<file path="src/rtl/line_clear_pkg.sv">
// Shared definitions for the line-clear engine.
//   - Default board geometry and lifetime counter width.
//   - Width derivations for the row index and the per-pass cleared-line count.
//   - FSM state encoding.
//   - row_base(): bit offset of a row inside the flattened board vector.
package line_clear_pkg;

   localparam int unsigned WIDTH_DEF   = 10;
   localparam int unsigned HEIGHT_DEF  = 20;
   localparam int unsigned TOTAL_W_DEF = 16;

   typedef enum logic [1:0] {
      StIdle,
      StScan,
      StFinish
   } state_e;

   // Bits needed to index any row 0..height-1.
   function automatic int unsigned row_w(input int unsigned height);
      return $clog2(height);
   endfunction

   // Bits needed to count 0..height cleared rows.
   function automatic int unsigned cnt_w(input int unsigned height);
      return $clog2(height + 1);
   endfunction

   // Row r occupies bits [r*width +: width]; row 0 is the bottom row.
   function automatic int unsigned row_base(input int unsigned row, input int unsigned width);
      return row * width;
   endfunction

endpackage

</file>
<file path="src/rtl/line_clear_engine_row_shifter.sv">
// row_shifter: combinational collapse of one board row.
// Ports:
//   board     - flattened board, row r at bits [r*WIDTH +: WIDTH]
//   row       - index of the row being removed
//   collapsed - board with that row removed: rows below pass through, every row
//               at or above the index takes the row above it, top row is zero
module row_shifter
   import line_clear_pkg::*;
#(
   parameter int unsigned WIDTH  = WIDTH_DEF,
   parameter int unsigned HEIGHT = HEIGHT_DEF,
   parameter int unsigned ROW_W  = row_w(HEIGHT)
) (
   input  logic [WIDTH*HEIGHT-1:0] board,
   input  logic [ROW_W-1:0]        row,
   output logic [WIDTH*HEIGHT-1:0] collapsed
);

   genvar k;
   generate
      for (k = 0; k < HEIGHT; k++) begin : g_row
         if (k == HEIGHT - 1) begin : g_top
            assign collapsed[row_base(k, WIDTH) +: WIDTH] = '0;
         end else begin : g_body
            assign collapsed[row_base(k, WIDTH) +: WIDTH] =
               (row <= ROW_W'(k)) ? board[row_base(k + 1, WIDTH) +: WIDTH]
                                  : board[row_base(k, WIDTH) +: WIDTH];
         end
      end
   endgenerate

endmodule

</file>
<file path="src/rtl/line_clear_engine.sv">
// line_clear_engine: removes every complete row from a board snapshot.
// Ports:
//   clk, reset     - clock and synchronous active-high reset
//   start          - accepted only while idle; latches board_in
//   board_in       - board snapshot, row r at bits [r*WIDTH +: WIDTH], row 0 at bottom
//   busy           - high from the cycle after acceptance until done
//   done           - one-cycle pulse; board_out/lines_cleared valid from here
//   board_out      - compacted board, held until the next pass finishes
//   lines_cleared  - rows removed in the last pass
//   lines_total    - saturating lifetime sum of lines_cleared
// One row is examined per cycle. A full row is collapsed in place and the same
// index is rechecked, so a pass takes HEIGHT + cleared scan cycles.
module line_clear_engine
   import line_clear_pkg::*;
#(
   parameter int unsigned WIDTH   = WIDTH_DEF,
   parameter int unsigned HEIGHT  = HEIGHT_DEF,
   parameter int unsigned ROW_W   = row_w(HEIGHT),
   parameter int unsigned CNT_W   = cnt_w(HEIGHT),
   parameter int unsigned TOTAL_W = TOTAL_W_DEF
) (
   input  logic                    clk,
   input  logic                    reset,
   input  logic                    start,
   input  logic [WIDTH*HEIGHT-1:0] board_in,
   output logic                    busy,
   output logic                    done,
   output logic [WIDTH*HEIGHT-1:0] board_out,
   output logic [CNT_W-1:0]        lines_cleared,
   output logic [TOTAL_W-1:0]      lines_total
);

   state_e state_q, state_d;

   logic [WIDTH*HEIGHT-1:0] work_q, work_d;
   logic [ROW_W-1:0]        row_q, row_d;
   logic [CNT_W-1:0]        cnt_q, cnt_d;
   logic                    busy_q, busy_d;
   logic                    done_q, done_d;
   logic [WIDTH*HEIGHT-1:0] board_out_q, board_out_d;
   logic [CNT_W-1:0]        lines_cleared_q, lines_cleared_d;
   logic [TOTAL_W-1:0]      lines_total_q, lines_total_d;

   logic [HEIGHT-1:0][WIDTH-1:0] work_rows;
   logic [WIDTH*HEIGHT-1:0]      shifted;
   logic                         row_full;
   logic                         last_row;
   logic [TOTAL_W:0]             total_sum;

   assign work_rows = work_q;
   assign row_full  = &work_rows[row_q];
   assign last_row  = (row_q == ROW_W'(HEIGHT - 1));
   // One extra bit catches the carry that signals saturation.
   assign total_sum = {1'b0, lines_total_q} + (TOTAL_W + 1)'(cnt_q);

   row_shifter #(
      .WIDTH  (WIDTH),
      .HEIGHT (HEIGHT),
      .ROW_W  (ROW_W)
   ) u_row_shifter (
      .board     (work_q),
      .row       (row_q),
      .collapsed (shifted)
   );

   // State register.
   always_ff @(posedge clk) begin
      if (reset) begin
         state_q <= StIdle;
      end else begin
         state_q <= state_d;
      end
   end

   // Next-state logic.
   always_comb begin
      state_d = state_q;
      unique case (state_q)
         StIdle:   if (start) state_d = StScan;
         StScan:   if (!row_full && last_row) state_d = StFinish;
         StFinish: state_d = StIdle;
         default:  state_d = StIdle;
      endcase
   end

   // Datapath and output next values.
   always_comb begin
      work_d          = work_q;
      row_d           = row_q;
      cnt_d           = cnt_q;
      busy_d          = busy_q;
      done_d          = 1'b0;
      board_out_d     = board_out_q;
      lines_cleared_d = lines_cleared_q;
      lines_total_d   = lines_total_q;
      unique case (state_q)
         StIdle: begin
            if (start) begin
               work_d = board_in;
               row_d  = '0;
               cnt_d  = '0;
               busy_d = 1'b1;
            end
         end
         StScan: begin
            if (row_full) begin
               // Keep row_q so the row that dropped into this slot is tested next.
               work_d = shifted;
               cnt_d  = cnt_q + CNT_W'(1);
            end else if (!last_row) begin
               row_d = row_q + ROW_W'(1);
            end
         end
         StFinish: begin
            board_out_d     = work_q;
            lines_cleared_d = cnt_q;
            done_d          = 1'b1;
            busy_d          = 1'b0;
            lines_total_d   = total_sum[TOTAL_W] ? '1 : total_sum[TOTAL_W-1:0];
         end
         default: ;
      endcase
   end

   always_ff @(posedge clk) begin
      if (reset) begin
         work_q          <= '0;
         row_q           <= '0;
         cnt_q           <= '0;
         busy_q          <= 1'b0;
         done_q          <= 1'b0;
         board_out_q     <= '0;
         lines_cleared_q <= '0;
         lines_total_q   <= '0;
      end else begin
         work_q          <= work_d;
         row_q           <= row_d;
         cnt_q           <= cnt_d;
         busy_q          <= busy_d;
         done_q          <= done_d;
         board_out_q     <= board_out_d;
         lines_cleared_q <= lines_cleared_d;
         lines_total_q   <= lines_total_d;
      end
   end

   assign busy          = busy_q;
   assign done          = done_q;
   assign board_out     = board_out_q;
   assign lines_cleared = lines_cleared_q;
   assign lines_total   = lines_total_q;

endmodule
</file>
<file path="config.mk">
export PLATFORM = sky130hd
export DESIGN_NAME = line_clear_engine
export DESIGN_NICKNAME = d
export VERILOG_FILES = /design/src/rtl/line_clear_pkg.sv /design/src/rtl/line_clear_engine_row_shifter.sv /design/src/rtl/line_clear_engine.sv
export SDC_FILE = /design/constraint.sdc
export NUM_CORES = 1
export LEC_CHECK = 0
export CAP_MARGIN = 0
export CORE_MARGIN = 2
export CORE_UTILIZATION = 39
export DETAILED_ROUTE_END_ITERATION = 8
export GPL_ROUTABILITY_DRIVEN = 0
export GPL_TIMING_DRIVEN = 0
export HOLD_SLACK_MARGIN = 0.15
export PLACE_DENSITY = 0.6
export REMOVE_ABC_BUFFERS = 1
export SYNTH_ARGS = -nofsm -noshare
export SYNTH_HDL_FRONTEND = slang
export SYNTH_HIERARCHICAL = 1
export SYNTH_SLANG_ARGS = --single-unit
</file>
<file path="constraint.sdc">
create_clock -name clk -period 5.3 [get_ports clk]
set_clock_uncertainty 0.1 [all_clocks]
set_input_delay 0.53 -clock clk [delete_from_list [all_inputs] [get_ports clk]]
set_output_delay 0.53 -clock clk [all_outputs]
set_load 0.005 [all_outputs]
</file>
* Word-level counts from Yosys, hierarchy flattened
Index checks and enable logic that the tools add are counted.
Operators by class: multiplexer cells 37, add/subtract/negate cells 3, order comparisons 20, equality and inequality tests 27, reductions and logical operators 29
Operators with widths (count):
- 200-bit two-way mux | 2
- 200-bit one-hot mux with 2 select lines | 1
- 10-bit two-way mux | 20
- 4-bit AND reduction | 20
- 10-bit binary-select mux with 5-bit select | 1
- 5-bit by 4-bit less-or-equal comparator with 1-bit output, second input constant | 8
- 2-bit by 1-bit inequality test with 1-bit output, second input constant | 19
- 5-bit by 3-bit less-or-equal comparator with 1-bit output, second input constant | 4
- 5-bit two-way mux | 4
- 5-bit one-hot mux with 2 select lines | 2
- 16-bit by 5-bit adder with 17-bit output | 1
- 16-bit two-way mux | 1
- 5-bit less-or-equal comparator, second input constant | 3
- 5-bit by 1-bit adder with 5-bit output, second input constant | 2
- 5-bit by 1-bit less-or-equal comparator with 1-bit output, second input constant | 2
- 5-bit by 2-bit less-or-equal comparator with 1-bit output, second input constant | 2
- 2-bit inequality test, second input constant | 5
- 10-bit AND reduction | 1
- 5-bit by 6-bit < comparator with 1-bit output, second input constant | 1
- 5-bit == test, second input constant | 1
- 2-bit two-way mux | 2
- 2-bit one-hot mux with 2 select lines | 1
- 2-bit AND reduction | 2
- 2-bit nonzero test | 2
- other kinds (8) | 9
Word-level totals: bits of input ports 203, output and inout bits 223, word-level logic and storage cells 144, flip-flop bits (word level) 435

* Logic depth before layout (Yosys ltp)
depth after elaboration 7, depth in mapped cells 13, depth with buffers taken out 9

* By module
Netlist, hierarchy kept.
Modules (own cells, without submodules):
- line_clear_engine | seq. area each 8708.4 um2, area each 18509.0 um2, cells an instance 2372, instances 1
- row_shifter | seq. area each 0.0 um2, area each 2521.2 um2, cells an instance 236, instances 1

* Least setup slack after synthesis
OpenSTA, ideal clock, no wires.
kind register to register, start point reg row_q[0], end point reg cnt_q[3], library setup time 0.074 ns, data arrival time 2.477 ns, cell stages (with the launch flop) 11, path slack 2.648 ns, data required time 5.126 ns, buffers on the path 3, period minus slack after synthesis 2.652 ns, cells stage by stage dfxtp_1 -> buf_2 -> buf_2 -> nand3_1 -> o21ai_0 -> a21oi_1 -> nor4_2 -> a41oi_1 -> buf_2 -> or4_1 -> a31oi_1
On the way: cells in the longest elaborated chain, start to end 5
RTL lines:
- from (decl) | line line_clear_engine.sv:36 | logic [ROW_W-1:0] row_q, row_d;
- from (signal assigned) | line line_clear_engine.sv:137 | row_q <= row_d;
- 10-bit binary-select mux with 5-bit select | line line_clear_engine.sv:51 | assign row_full = &work_rows[row_q];
- 10-bit two-way mux (not written as such) | line line_clear_engine.sv:51
- 10-bit AND reduction | line line_clear_engine.sv:51
- 2-bit inequality test (no line)
- 3-bit AND reduction (no line)
- to (signal assigned) | line line_clear_engine.sv:138 | cnt_q <= cnt_d;
- to (decl) | line line_clear_engine.sv:37 | logic [CNT_W-1:0] cnt_q, cnt_d;
Every way passes these cells. The select of a mux whose other input is x is not followed. A chain may end at the register's enable or synchronous reset.

* Final worst setup path
start point reg row_q[2], end point reg cnt_q[3]
The elaborated chain is that of the path after synthesis.

==> results.md <==
- Initial antenna violation count: 16
- Filler cells: 5,016
- First-pass GRT wire length: 122,500 µm
- Final Hold Vio Count: 0
- Highest metal used: met5
- Post-Route WL: 79,720 µm
- Max IR drop VDD: 0.0001976 V
- Reg-to-reg slack, setup: 0.79 ns
- Clock slew at reported path FFs: 0.06 ns
- PwrDens: 276.8 nW/µm²
- Outcome: completed
- Cell Rows: 85
- Synth Area in Adders: 0.005117
- Combinational fraction of design power: 0.101
- Simple-Gate Fraction of Synth Area: 0.2065
- Vias post-DR: 21,380
- Cell area after layout: 28,200 µm²
- Switching share of power: 0.2532
- # Max-Cap Violations: 0
- Initial Util: 0.3923
- CP required: 5.72 ns
- CP max FO: 26
- Die height: 236.2 µm
- Finish-stage setup viols: 0
- Layout Nets: 3,107
- Fmax: 221.6 MHz
- Clock Power Share: 0.449
- Critical-path cell list: inv_1 -> nand3_1 -> a21oi_1 -> nor4_2 -> a41oi_4 -> buf_16 -> buf_16 -> or4_1 -> a31oi_1
- Syn Std Cell Area: 21,030 µm²
- Post-cts repair resize count: 0
- Final core utilization: 0.5261
- Largest net degree at the start of global routing: 123
- Vias in the first global route: 20,210
- Pins over their slew limit: 0
- Worst R2R Start: row_q[2]
- Setup tns final: 0 ns
- Worst setup EP type: flip-flop
- Tmin final: 4.512 ns
- Post-CTS Setup Bufs: 0
- Synthesis-to-finish area growth: 34.08%
- WL met3: 5182 µm
- HPWL Detailed: 54,350 µm
- Grt total ovfl: 0
- DRT iter0 DRCs: 1,977
- Drc violations: 0
- Sink Count: 435
- Pre-antenna DRT Iters: 6
- CTS max path bufs: 3
- Placed cell area: 26,550 µm²
- Seq/Total Area, Yosys: 0.4141
- GRT Util Overall: 0.2737
- Crit path to: cnt_q[3]
- WS Path Type: flip-flop to flip-flop
- Crit path from: row_q[2]
- Worst path slowest cell: dfxtp_1
- DIE WIDTH: 236.2 µm
- Die area: 55,800 µm²
- Clk_lat worst skew: 0.60 ns
- Final ANT Viol Nets: 0
- Mapped Cells: 2,608
- CP most frequent cell: buf_16
- Seq pwr share: 0.450
- Stages on the worst setup path: 9
- Met2 wire len: 37,240 µm
- Slew HR: 0.2038
- Period Utilization, post-route: 0.8513
- Core area: 53,600 µm²
- H-tree lvl count: 2
- Top Family by Delay on Critical Path: simple AND/OR/NAND/NOR gates
- CTS buffer count: 48
- Clock Tree Root: clkbuf_16
- Ys flop type: dfxtp_1
- # hold bufs at CTS: 0
- Routed len/inst: 21.92 µm
- Seq cells post-synth: 435
- CTS tree: done
- Slowest stage delay, CP: 1.10 ns
- Int Pwr: 5.829 mW
- Post-synth EDFFs: 0
- RR Endpoint: cnt_q[3]
- Startpoint types: flip-flop
- Mux cell area share after synthesis: 0.1067
- Worst Hold Class: input pin to flip-flop
- Slew at the pin closest to its max-slew limit: 1.190 ns
- Crit path buf inv count: 3
- Met1 wire length: 35,170 µm
- RSZ-0062 raised after global routing: false
- Share of cells above drive strength 1: 0.1249
- Share of flip-flops with an asynchronous set or reset: 0
- Number of port buffers: 425
- Arrival time worst endpoint: 4.93 ns
- DR vias/cell: 5.881
- Reg2reg path depth: 9
- Commonest non-fill, non-tap cells in the layout: nand2_1, dfxtp_1, clkdlybuf4s50_1, nand3_1, a21oi_1
- Final hold slack: 0.2777 ns
- NetSw: 1.976 mW
- Yosys Warn Count: 6
- Synth Area in Compound Gates: 0.2085
- Post-Synth XOR/XNOR Area: 0.004998
- Main combinational cell family by area after synthesis: compound AO/OA/AOI/OAI gates
- Unique masters post-synth: 59
- Avg Inst Size Synth: 8.064 µm²
- I/O Pins: 426
- P_leak: 9.230 nW
- Commonest non-fill, non-tap cell in the layout: nand2_1
-- through the flow --
step	setup slack, ns	power, mW	instances
5_1_grt	0.5689	8.040	3636
3_5_place_dp	0.8686	4.360	3542
6_report	0.7882	7.805	3636
3_3_place_gp	-17.69	4.364	3475
4_1_cts	0.8514	7.844	3626
2_1_floorplan	-6.465	3.903	2354
-- cell usage after synthesis, drive strengths merged, types with 6 or more instances --
master,count,area [µm²]
nand2,636,2387
dfxtp,435,8708
nand3,233,1166
a21oi,230,1181
o211ai,211,1584
a31oi,207,1308
clkbuf,198,743.2
mux2,190,2140
buf,65,356.6
nand4,37,231.5
nor3,29,167.7
nor2,22,82.58
inv,9,33.78
o21ai,9,63.82
xnor2,9,78.83
nor4,8,56.30
ha,7,87.58
mux2i,6,60.06
-- power by group through the flow --
| stage | Clock [mW] | Sequential (mW) | Combinational, mW |
|---|---|---|---|
| final | 3.50 | 3.51 | 0.789 |
| after floorplan | 0 | 3.52 | 0.380 |
| after global routing | 3.67 | 3.53 | 0.845 |
| after detailed placement | 0 | 3.58 | 0.779 |
| after CTS | 3.55 | 3.51 | 0.783 |
| after global placement | 0 | 3.59 | 0.776 |
-- routing by layer --
| metal | vias up | track usage |
|---|---|---|
| met4 | 10 | 0.09129 |
| met2 | 843 | 0.4338 |
| met5 | - | 0 |
| met1 | 10400 | 0.3801 |
| met3 | 125 | 0.04201 |
| li1 | 10010 | - |
-- layout make-up --
cell class,count,area [µm²],share of cell area
clock buffer,73,1456,0.05165
clock inverter,11,162.7,0.005769
tap,696,870.8,0.03088
inverter,9,33.78,0.001198
multi-input combinational,1910,11290,0.4005
timing repair buffer,492,5643,0.2001
antenna,10,25.02,0.0008875
sequential,435,8713,0.3090
-- worst min-delay path by stage --
stage | start | to | slack (ns) | cells past startpoint
2_1_floorplan | work_q[199] | board_out[199] | 0.35 | 2
3_3_place_gp | board_out[59] | board_out[59] | 0.34 | 2
3_5_place_dp | board_out[175] | board_out[175] | 0.35 | 2
4_1_cts | reset | lines_total[12] | 0.27 | 2
5_1_grt | reset | board_out[106] | 0.32 | 2
6_report | reset | board_out[84] | 0.28 | 2
-- cell families after synthesis --
| family | count (synthesis) |
|---|---|
| mux | 198 |
| fa+ha+maj | 8 |
| buf+inv | 272 |
| simple gates | 999 |
| flops | 435 |
| compound gates | 683 |
| other cells | 1 |
| xor+xnor | 12 |
-- flip-flops by register name, summed over array words and instances, names as in the netlist --
name           cells
board_out        200
busy               1
cnt_q              5
done               1
lines_cleared      5
lines_total       16
row_q              5
state_q            2
work_q           200
(Power assumes the default switching activity.)
